`src/rtl/s1_fetch_pc_gen_pkg.sv`:
```
// Shared fetch-stage definitions: next-PC select codes, NOP encoding and boot address.
// Also holds the front-end FSM states and a small target-alignment helper.
package s1_fetch_pc_gen_pkg;

   localparam logic [1:0] PC_SEL_SEQ = 2'd0;
   localparam logic [1:0] PC_SEL_ALU = 2'd1;
   localparam logic [1:0] PC_SEL_JAL = 2'd2;
   localparam logic [1:0] PC_SEL_RST = 2'd3;

   localparam logic [31:0] NOP_INSTR        = 32'h0000_0013;
   localparam logic [31:0] RESET_PC_DEFAULT = 32'h4000_0000;

   typedef enum logic {
      ST_BOOT = 1'b0,
      ST_RUN  = 1'b1
   } fetch_state_e;

   // Instruction addresses are always word aligned; low bits of a computed target are dropped.
   function automatic logic [31:0] word_align(input logic [31:0] addr);
      return addr & ~32'h0000_0003;
   endfunction

endpackage

```
`src/rtl/s1_fetch_pc_gen.sv`:
```
// Stage-1 fetch PC generator: owns the fetch PC, drives the sync-read IMEM/BIOS address,
// and raises the S1/S2 squash strobes on JAL, JALR and taken-branch redirects.
module s1_fetch_pc_gen
   import s1_fetch_pc_gen_pkg::*;
#(
   parameter logic [31:0] RESET_PC = RESET_PC_DEFAULT,
   parameter int          CNT_W    = 32
) (
   input  logic             clk,
   input  logic             rst,
   input  logic [1:0]       pc_sel,
   input  logic             redirect_from_s3,
   input  logic [31:0]      alu_target,
   input  logic [31:0]      jal_target,
   input  logic             stall,
   output logic [31:0]      fetch_addr,
   output logic             fetch_valid,
   output logic [31:0]      pc_s1,
   output logic             flush_s1,
   output logic             flush_s2,
   output logic [CNT_W-1:0] redirect_cnt
);

   fetch_state_e      state;
   fetch_state_e      state_next;
   logic [31:0]       pc_reg;
   logic [31:0]       pc_next;
   logic [CNT_W-1:0]  cnt_reg;
   logic              is_redirect;
   logic              count_redirect;

   assign is_redirect    = (pc_sel != PC_SEL_SEQ);
   assign count_redirect = (pc_sel == PC_SEL_ALU) || (pc_sel == PC_SEL_JAL);

   always_ff @(posedge clk) begin
      if (!rst) begin
         state <= ST_BOOT;
      end else begin
         state <= state_next;
      end
   end

   always_comb begin
      state_next = state;
      case (state)
         ST_BOOT: state_next = ST_RUN;
         ST_RUN: begin
            if (pc_sel == PC_SEL_RST) begin
               state_next = ST_BOOT;
            end
         end
         default: state_next = ST_BOOT;
      endcase
   end

   // Redirects win over stall so a control transfer is never dropped while fetch is held.
   always_comb begin
      pc_next = pc_reg + 32'd4;
      case (pc_sel)
         PC_SEL_RST: pc_next = RESET_PC;
         PC_SEL_JAL: pc_next = word_align(jal_target);
         PC_SEL_ALU: pc_next = word_align(alu_target);
         default: begin
            if (stall) begin
               pc_next = pc_reg;
            end
         end
      endcase
   end

   always_ff @(posedge clk) begin
      if (!rst) begin
         pc_reg  <= RESET_PC;
         cnt_reg <= '0;
      end else if (state == ST_RUN) begin
         pc_reg <= pc_next;
         if (count_redirect) begin
            cnt_reg <= cnt_reg + CNT_W'(1);
         end
      end
   end

   // In BOOT the memory output is not yet a fetched word, so both downstream slots are squashed.
   always_comb begin
      fetch_addr  = RESET_PC;
      fetch_valid = 1'b0;
      flush_s1    = 1'b1;
      flush_s2    = 1'b1;
      if (rst) begin
         fetch_valid = 1'b1;
         case (state)
            ST_BOOT: begin
               fetch_addr = pc_reg;
            end
            ST_RUN: begin
               fetch_addr = pc_next;
               flush_s1   = is_redirect;
               flush_s2   = (pc_sel == PC_SEL_RST) ||
                            ((pc_sel == PC_SEL_ALU) && redirect_from_s3);
            end
            default: begin
               fetch_addr = pc_reg;
            end
         endcase
      end
   end

   assign pc_s1        = pc_reg;
   assign redirect_cnt = cnt_reg;

endmodule

```
`config.mk`:
```
export PLATFORM = sky130hd
export DESIGN_NAME = s1_fetch_pc_gen
export DESIGN_NICKNAME = d
export VERILOG_FILES = /design/src/rtl/s1_fetch_pc_gen_pkg.sv /design/src/rtl/s1_fetch_pc_gen.sv
export SDC_FILE = /design/constraint.sdc
export NUM_CORES = 1
export LEC_CHECK = 0
export BUFFER_PORTS_ARGS = -buffer_cell sky130_fd_sc_hd__buf_4
export CAP_MARGIN = 10
export CORE_UTILIZATION = 40
export CTS_BUF_LIST = sky130_fd_sc_hd__clkbuf_4 sky130_fd_sc_hd__clkbuf_8
export CTS_CLUSTER_SIZE = 20
export DETAILED_ROUTE_END_ITERATION = 12
export PLACE_DENSITY_LB_ADDON = 0.25
export SKIP_LAST_GASP = 1
export SYNTH_ARGS = -nofsm -noshare
export SYNTH_HDL_FRONTEND = slang
export SYNTH_SLANG_ARGS = --single-unit
```
`constraint.sdc`:
```
create_clock -name clk -period 2.3 [get_ports clk]
set_input_delay 0.46 -clock clk [delete_from_list [all_inputs] [get_ports clk]]
set_output_delay 0.46 -clock clk [all_outputs]
set_load 0.03 [all_outputs]
```
# Word-level counts from Yosys, hierarchy flattened
# Cells that the tools add are included.
dict set report word_totals {
  regBits 65
  inputBits 70
  output_inout_bits 99
  word_cells 25
}
dict set report classes {
  n_addsub 2
  n_eq_ne 3
  muxes 11
  n_bitwise 1
  n_reduce_logical 5
}
# operator n
set ops {}
lappend ops {{$pmux W32 S3} 1}
lappend ops {{$mux W32} 2}
lappend ops {{$pmux W32 S2} 1}
lappend ops {{$add A32 B1 Y32 const B} 1}
lappend ops {{$add A32 B3 Y32 const B} 1}
lappend ops {{$mux W1} 6}
lappend ops {{$eq A2 B2 Y1 const B} 2}
lappend ops {{$eq A2 B1 Y1 const B} 1}
lappend ops {{$logic_or A1 B1 Y1} 2}
lappend ops {{$pmux W1 S2} 1}
lappend ops {{$reduce_and A2 Y1} 1}
lappend ops {{$reduce_bool A2 Y1} 1}
lappend ops {{$logic_and A1 B1 Y1} 1}
lappend ops {{$not A1 Y1} 1}

# Depth between registers and ports, before layout
# Gate-level depths: netlist of run 1.
dict set report logic_depth {
  ltp_word 5
  depth_mapped 8
  ltp_nobuf 6
}

# Worst setup path after synthesis of run 1
# OpenSTA, ideal clock, no wires.
dict set report synth_path {
  kind {register -> output}
  startpoint {reg pc_reg[2], in the netlist pc_s1[2]}
  endpoint {out fetch_addr[16]}
  arrival_time_ns 3.172
  required_ns 1.840
  path_slack_ns -1.332
  path_stages_with_launch 6
  cell_sequence {dfxtp_1 ha_1 nand4b_2 nor4_4 a311oi_1 a2111oi_0}
}
dict set report synth_via {
  elab_chain_cells 5
}
# item line
set synth_lines {}
lappend synth_lines {{start, declared} s1_fetch_pc_gen.sv:26} ;# logic [31:0] pc_reg;
lappend synth_lines {{start signal, assigned} s1_fetch_pc_gen.sv:76} ;# pc_reg <= pc_next;
lappend synth_lines {{$add A32 B3 Y32} s1_fetch_pc_gen.sv:58} ;# pc_next = pc_reg + 32'd4;
lappend synth_lines {{$mux W32} s1_fetch_pc_gen.sv:64} ;# if (stall) begin
lappend synth_lines {{$pmux W32 S3} s1_fetch_pc_gen.sv:59} ;# case (pc_sel)
lappend synth_lines {{$pmux W32 S2} s1_fetch_pc_gen.sv:91} ;# case (state)
lappend synth_lines {{$mux W32} s1_fetch_pc_gen.sv:89} ;# if (rst) begin
lappend synth_lines {{end, declared} s1_fetch_pc_gen.sv:16} ;# output logic [31:0] fetch_addr,
# Every way passes these cells.

# Worst setup path after layout of run 1
dict set report layout_path {
  startpoint {reg pc_reg[3], in the netlist pc_s1[3]}
  endpoint {out fetch_addr[16]}
}
# Same word-level chain as after synthesis.

==> results of run 1 <==
-- report_power, final --
| group | internal [mW] | leakage (nW) | switching, mW | total (mW) |
|---|---|---|---|---|
| sequential | 1.16 | 0.541 | 0.0465 | 1.20 |
| combinational | 0.465 | 2.72 | 0.564 | 1.03 |
| clock | 0.621 | 0.115 | 0.555 | 1.18 |
-- worst max path at each step --
stage	slack, ps	cells past startpoint	startpoint	end
floorplan	-90	4	pc_s1[8]$_SDFFE_PN0P_	fetch_addr[25]
global placement	-300	9	pc_sel[0]	fetch_addr[8]
detailed placement	-330	9	pc_sel[0]	fetch_addr[8]
CTS	-400	5	pc_s1[17]$_SDFFE_PN0P_	fetch_addr[25]
global route	-540	8	pc_s1[3]$_SDFFE_PN0P_	fetch_addr[24]
finish	-430	8	pc_s1[3]$_SDFFE_PN0P_	fetch_addr[16]
-- layout make-up --
| cell class | count | area, um^2 |
|---|---|---|
| Multi-Input combinational cell | 422 | 3610 |
| Sequential cell | 65 | 1360 |
| Fill cell | 609 | 2180 |
| Tap cell | 136 | 170 |
| Clock inverter | 7 | 97.6 |
| Inverter | 17 | 77.6 |
| Timing Repair Buffer | 329 | 2760 |
| Clock buffer | 9 | 124 |
-- synth_stat cells (6+ instances only) --
cell / count
or3_1: 13
nand4_1: 19
xor2_1: 6
clkbuf_1: 33
o21ai_0: 23
and2_1: 6
nand2b_1: 10
a211oi_1: 11
and4_1: 7
ha_1: 7
a21oi_1: 38
o311ai_0: 6
o31ai_1: 14
a31oi_1: 13
inv_1: 15
nor4_1: 8
and3_1: 10
nor3_1: 11
dfxtp_1: 65
nand3_1: 27
or4_1: 10
a22oi_1: 21
o211ai_1: 8
nand2_1: 36
nor2_1: 37
-- placed cells by master, fill, tap and decap left out, types with 9 or more instances in the layout --
| master | instances |
|---|---|
| dfxtp_1 | 44 |
| o21ai_0 | 17 |
| nand4_1 | 19 |
| dfxtp_4 | 14 |
| nand2b_1 | 9 |
| or3_1 | 12 |
| buf_4 | 270 |
| nand3_1 | 19 |
| inv_1 | 11 |
| clkbuf_8 | 9 |
| buf_6 | 50 |
| nand2_1 | 30 |
| a22oi_1 | 18 |
| nor2_1 | 30 |
| a21oi_1 | 29 |
-- sequential cells by signal, summed over array words and instances, names as in the netlist --
signal / count
redirect_cnt: 32
pc_s1: 32
state: 1
-- logic make-up (layout without fill, tap and decap cells) --
family	count (synthesis)	in the layout	synth area share [%]
buffers and inverters	55	362	4.94
AND/OR/NAND/NOR	213	213	28.4
multiplexers	2	2	0.468
flip-flops	65	65	30.4
XOR/XNOR	11	11	2.25
AO/OA/AOI/OAI	189	189	31.5
adder cells (fa/ha/maj)	7	7	2.05
-- routing by layer --
metal	global-route usage, %	share of wire, %	wire length (um)	vias to the layer above
met4	17.4	6.1	1320	0
met5	0	0	0	-
met3	5.57	8.8	1910	150
li1	-	-	-	2750
met1	39.0	37	8100	3068
met2	56.8	48	10400	454
-- what timing repair did --
item | 4_1_cts | 5_1_grt
resized for setup | 112 | 77
hold buffers | 0 | 0
endpoints found under the setup margin | 30 | 33
pin swaps | 47 | 48
hold endpoints to repair | 0 | 0
gates cloned | 1 | 0
setup buffers | 30 | 33
-- worst min-delay path, stage by stage (launching register included) --
cell     delay, ps
dfxtp_1        330
nand2_1         60
mux2i_1         50
-- through the flow --
stage	utilization, %	worst slack (ps)	power, mW
floorplan	-	-88.0	1.64
global placement	64.7	-304	2.01
detailed placement	64.7	-329	2.03
CTS	73.9	-401	3.23
global route	79.0	-544	3.49
finish	79.0	-430	3.41
==> metrics.cfg, run 1 <==
[yosys]
synth.distinct_cells=68
yosys_warnings=0
synth_top_area_share_pct=30.4
synth_edf_count=0
syn_nets=619
yosysSeqAreaShare_pct=30.4
async_flop_share_pct=0
syn-instance-count=542
yosys.area.top_type=dfxtp_1
syn_area_um2=4280
synth_area_leaders=dfxtp_1, a21oi_1, a22oi_1, nor2_1, nand2_1
synth-seq-cells=65
synth_top_flop_cell=dfxtp_1
synth_area_per_cell_um2=7.90

[clock_network]
clock-root-buffer=clkbuf_8
tritoncts=yes
cts.sinks=65
cts.path.max_buffers=2
clk_latency_ps=370
htreeDepth=3
clk_pin_slew_ps=90
cts_buffers=9

[sta]
drv_slew=0
setup_viol=29
period_share_pct=119
fin_ws_ps=-430
setup_tns_ps=-7850
worstMarginPinSlew_ps=589
hold_viol_final=0
holdWs_ps=484
fin_crit_ps=2730
fmax_mhz=366
skew_ps=19.7
slew_headroom_pct=59.7
rsz0062_at_grt=yes

[detailed_routing]
final_antenna_net_count=0
vias=6422
drtPass1Iterations=6
dr.first_iter.drc_count=597
vias_per_cell=6.52
wl_um=21700
drc=0
routedWlPerCell_um=22.1

[final_layout]
drive_gt1_share_pct=56.3
finalNonFillerCells=985
syn2layout_area_growth_pct=91.5
finalInstanceArea_um2=8190
final_nets=921
antennaDiodeCount=0

[status]
violations=setup timing
outcome=complete, but fails checks

[worst_hold_path]
hold_start=redirect_cnt[31]$_SDFFE_PN0P_
min_to=redirect_cnt[31]$_SDFFE_PN0P_
hold_class=reg2reg
min_path_cells=2

[die]
die_h_um=105
die_area_um2=11100
std_cell_rows=37
core_area_um2=10400
die_x_um=105
io_pins=169
start_util_pct=41.3

[placed_design]
io_buffers=164
place.gp.congestion=0.982
hpwl_um=12600
placed_cell_area_um2=6710
dp.cells=916

[setup_path]
path_cells=buf_6, ha_4, nand4b_4, nor4_4, buf_6, a311oi_4, a2111oi_4, buf_4
r2r_setup_slack_ps=50
cpMostUsedCell=buf_6
worstSetupStartpointType=flop
rr_endpoint=pc_s1[16]$_SDFFE_PN0P_
max_stage_delay_ps=380
cpMaxStageDelayCell=dfxtp_4
cp_num_buf_inv=3
worst_ep_required_time_ps=1840
criticalPathCategory=reg2out
reg2reg_depth=7
r2r-start=pc_s1[3]$_SDFFE_PN0P_
crit_arrival_ps=2270
cp-end-kind=primary output
critPathMaxFanout=5
cp_top_family=buffers and inverters

[global_routing]
grt_pass1_vias=5958
grt.overflow.total=0
grt_first_pass_wirelength_um=29300
grt_max_degree=24
grt_usage_pct=32.9
antenna_found_initial=0

[flow_run]
drv_cap=0

[power]
p_leak_nw=3.37
powerDensity_nw_per_um2=416
vdd_drop_max_mv=0.292

(Power assumes the default switching activity.)
==> run 2: changes to the inputs <==
- MAX_ROUTING_LAYER: not set -> met4
==> metrics.cfg, run 2 (synthesized netlist as in run 1, its figures left out) <==
[global_routing]
grt.overflow.total=0
grt_usage_pct=34.9
grt_first_pass_wirelength_um=30100
antenna_found_initial=0
grt_pass1_vias=6079
grt_max_degree=26

[die]
die_x_um=105
std_cell_rows=37
die_area_um2=11100
io_pins=169
start_util_pct=41.3
core_area_um2=10400
die_h_um=105

[power]
p_leak_nw=3.42
powerDensity_nw_per_um2=424
vdd_drop_max_mv=0.362
p_total_mw=3.49

[detailed_routing]
vias=6548
drtPass1Iterations=6
vias_per_cell=6.61
final_antenna_net_count=0
dr.first_iter.drc_count=691
routedWlPerCell_um=22.5
drc=0
wl_um=22300

[worst_hold_path]
min_path_cells=2
hold_class=reg2reg

[setup_path]
crit_arrival_ps=2320
worst_ep_required_time_ps=1840
criticalPathCategory=reg2out
worstSetupStartpointType=flop
critPathMaxFanout=5
cp-end-kind=primary output
reg2reg_depth=7

[clock_network]
cts.sinks=65
clk_latency_ps=360
clock-root-buffer=clkbuf_8
cts_buffers=9
htreeDepth=3
tritoncts=yes
clk_pin_slew_ps=90
cts.path.max_buffers=2

[final_layout]
final_nets=926
finalInstanceArea_um2=8240
drive_gt1_share_pct=55.9
layout_commonest_cell=buf_4
antennaDiodeCount=0
final_util_pct=79.4
syn2layout_area_growth_pct=92.5
fillerInstances=609
final_cell_mix=buf_4, buf_6, dfxtp_1, nand2_1, nor2_1

[status]
outcome=complete, but fails checks
violations=setup timing

[sta]
skew_ps=19.3
slew_headroom_pct=64.5
drv_slew=0
setup_viol=28
rsz0062_at_grt=yes
worstMarginPinSlew_ps=519
fin_ws_ps=-479
fin_crit_ps=2780
holdWs_ps=485
fmax_mhz=360
hold_viol_final=0
period_share_pct=121
setup_tns_ps=-8790

[placed_design]
place.gp.congestion=0.999
placed_cell_area_um2=6730
hpwl_um=12600
io_buffers=164

[flow_run]
drv_cap=0

run 2: cell types whose count changed in the layout (fill, tap and decap cells not counted), sizes merged:
cell	before	now
bufinv	2	3
clkinv	2	3
inv	19	17
buf	329	334
run 2: final timing paths:
kind                            slack (ps)                     startpoint                       endpoint
worst max-delay path                  -480          pc_s1[3]$_SDFFE_PN0P_                 fetch_addr[24]
worst min-delay path                   480  redirect_cnt[31]$_SDFFE_PN0P_  redirect_cnt[31]$_SDFFE_PN0P_
worst max register to register         130          pc_s1[3]$_SDFFE_PN0P_         pc_s1[16]$_SDFFE_PN0P_
worst min register to register         480  redirect_cnt[31]$_SDFFE_PN0P_  redirect_cnt[31]$_SDFFE_PN0P_
run 2: power breakdown:
part / leakage, nW / switching (mW) / total (mW) / internal [mW]
Combinational: 2.75 / 0.558 / 1.02 / 0.462
Sequential: 0.541 / 0.0497 / 1.21 / 1.16
Clock: 0.124 / 0.536 / 1.27 / 0.732
Total: 3.42 / 1.14 / 3.49 / 2.35
run 2: worst max-delay path, cell delays in order (launching register included):
cell	delay, ps
dfxtp_4	380
buf_6	110
ha_4	140
nand4b_4	180
buf_6	180
nor4_4	190
buf_4	170
a31oi_1	140
o211ai_1	260
buf_4	200
run 2: through the flow:
| stage | std cells | worst slack (ps) |
|---|---|---|
| 6_report | 990 | -479 |
| 5_1_grt | 990 | -567 |
| 4_1_cts | 957 | -386 |
| 3_5_place_dp | 916 | -327 |
| 3_3_place_gp | 916 | -315 |
| 2_1_floorplan | 542 | -88.0 |
run 2: timing repair:
action	CTS	global route
endpoints found under the setup margin	30	33
gates resized for setup	126	50
setup buffers	26	36
pin swaps	59	47
hold buffers	0	0
gates cloned	1	0
run 2: metal layers:
layer	global-route usage (%)	share of wire (%)	wire, um
met4	19.2	6.3	1410
met2	58.6	48	10800
met5	-	0	0
met1	39.3	36	7920
met3	6.25	9.7	2150
run 2: layout make-up:
cell class | count | area, um^2 | area share [%]
tap | 136 | 170 | 2.07
inverter | 17 | 75.1 | 0.911
sequential | 65 | 1370 | 16.6
timing repair buffer | 334 | 2860 | 34.7
clock inverter | 7 | 125 | 1.52
multi-input combinational | 422 | 3520 | 42.7
clock buffer | 9 | 124 | 1.50
==> run 3: changes to the inputs <==
- CORE_MARGIN: not set -> 2
==> metrics.cfg, run 3 (synthesized netlist as in run 1, its figures left out) <==
[sta]
holdWs_ps=496
fin_ws_ps=-422
setup_viol=30
skew_ps=15.5
worstMarginPinSlew_ps=504
slew_headroom_pct=66.1
hold_viol_final=0
drv_slew=0
fin_crit_ps=2720
period_share_pct=118
rsz0062_at_grt=yes
fmax_mhz=367

[setup_path]
worst_ep_required_time_ps=1840
worstSetupStartpointType=flop
criticalPathCategory=reg2out
crit_arrival_ps=2260
critPathMaxFanout=4
cp-end-kind=primary output

[flow_run]
drv_cap=0

[final_layout]
final_util_pct=80.6
antennaDiodeCount=0
syn2layout_area_growth_pct=95.3
drive_gt1_share_pct=58.0
final_cell_mix=buf_4, buf_6, dfxtp_1, nand2_1, nor2_1
layout_commonest_cell=buf_4
final_nets=949

[die]
io_pins=169
std_cell_rows=37
die_area_um2=11500
die_x_um=107
core_area_um2=10400
start_util_pct=41.3
die_h_um=107

[global_routing]
grt_usage_pct=32.5
antenna_found_initial=0
grt_max_degree=27
grt_first_pass_wirelength_um=29000
grt.overflow.total=0
grt_pass1_vias=5822

[power]
vdd_drop_max_mv=0.254
swShare_pct=33.6
p_leak_nw=3.50
pwr-share-comb_pct=30.8
p_int_mw=2.26
powerDensity_nw_per_um2=408
pwr-share-clk_pct=33.9
seqPwrFrac_pct=35.3
power.switching_mw=1.15

[clock_network]
ctsHoldBuffers=0
cts.path.max_buffers=2
clk_pin_slew_ps=90
clk_latency_ps=370
cts.sinks=65
clock-root-buffer=clkbuf_8
tritoncts=yes
htreeDepth=3
cts_buffers=9

[detailed_routing]
vias_per_cell=6.41
wl_um=22200
final_antenna_net_count=0
dr.first_iter.drc_count=840
routedWlPerCell_um=21.9
drtPass1Iterations=6
vias=6493
drc=0

[placed_design]
place.gp.congestion=0.982
io_buffers=164
hpwl_um=12800

[status]
violations=setup timing
outcome=complete, but fails checks

[worst_hold_path]
hold_class=reg2reg

run 3: cell count changes in the layout (fill, tap and decap cells not counted), moves of 3 or more:
cell and change:
o21ai_0 -3, buf_4 +31, o21ai_1 +3, a21oi_2 +3, buf_12 -3, a21oi_1 -3
buf_6 -3
run 3: worst paths after layout:
| path | startpoint | slack (ps) | depth (start not counted) | to |
|---|---|---|---|---|
| setup / recovery | pc_s1[3]$_SDFFE_PN0P_ | -420 | 6 | fetch_addr[23] |
| hold reg to reg | redirect_cnt[31]$_SDFFE_PN0P_ | 500 | 2 | redirect_cnt[31]$_SDFFE_PN0P_ |
| setup reg to reg | pc_s1[2]$_SDFFE_PN0P_ | -200 | 14 | pc_s1[10]$_SDFFE_PN0P_ |
| hold / removal | redirect_cnt[31]$_SDFFE_PN0P_ | 500 | 2 | redirect_cnt[31]$_SDFFE_PN0P_ |
run 3: stage by stage:
stage | worst slack (ps) | instances | setup TNS, ps | instance area, um^2 | power (mW)
2_1_floorplan | -88.0 | 542 | -167 | 4610 | 1.64
4_1_cts | -399 | 978 | -4940 | 7790 | 3.26
3_3_place_gp | -299 | 930 | -5930 | 6820 | 2.03
3_5_place_dp | -311 | 930 | -6930 | 6820 | 2.04
5_1_grt | -462 | 1013 | -9190 | 8360 | 3.50
6_report | -422 | 1013 | -7630 | 8360 | 3.41
run 3: area by class of cell:
class                   instances  area (um^2)
multi-input cells             422         3550
repair buffers                357         2970
fillers                       611         2010
flip-flops and latches         65         1370
well taps                     136          170
clock buffers                   9          124
clock inverters                 7          103
inverters                      17         75.1
run 3: worst max-delay path, cell delays in order, from the launching register on:
cell	delay, ps
dfxtp_4	380
and4b_2	330
nand4_1	240
buf_4	230
o311a_4	320
nor3_4	230
buf_6	160
run 3: what timing repair did:
action / in CTS / in global routing
setup buffers: 32 / 39
setup endpoints to repair: 32 / 34
cloned: 1 / 0
endpoints found under the hold margin: 0 / 0
pin swaps: 47 / 42
gates resized for setup: 113 / 71
run 3: layer usage:
layer	track usage [%]	up-vias	routed length, um
met5	-	-	0
met4	13.6	0	1430
met3	3.81	141	2020
met2	53.5	505	10500
met1	40.4	3038	8270
li1	-	2809	-
run 3: power by group through the flow:
stage | registers, mW | clock network (mW) | logic (mW)
after CTS | 1.20 | 1.15 | 0.912
after detailed placement | 1.22 | 0 | 0.821
after global routing | 1.21 | 1.21 | 1.09
after global placement | 1.22 | 0 | 0.810
after floorplan | 1.29 | 0 | 0.345
final | 1.20 | 1.16 | 1.05
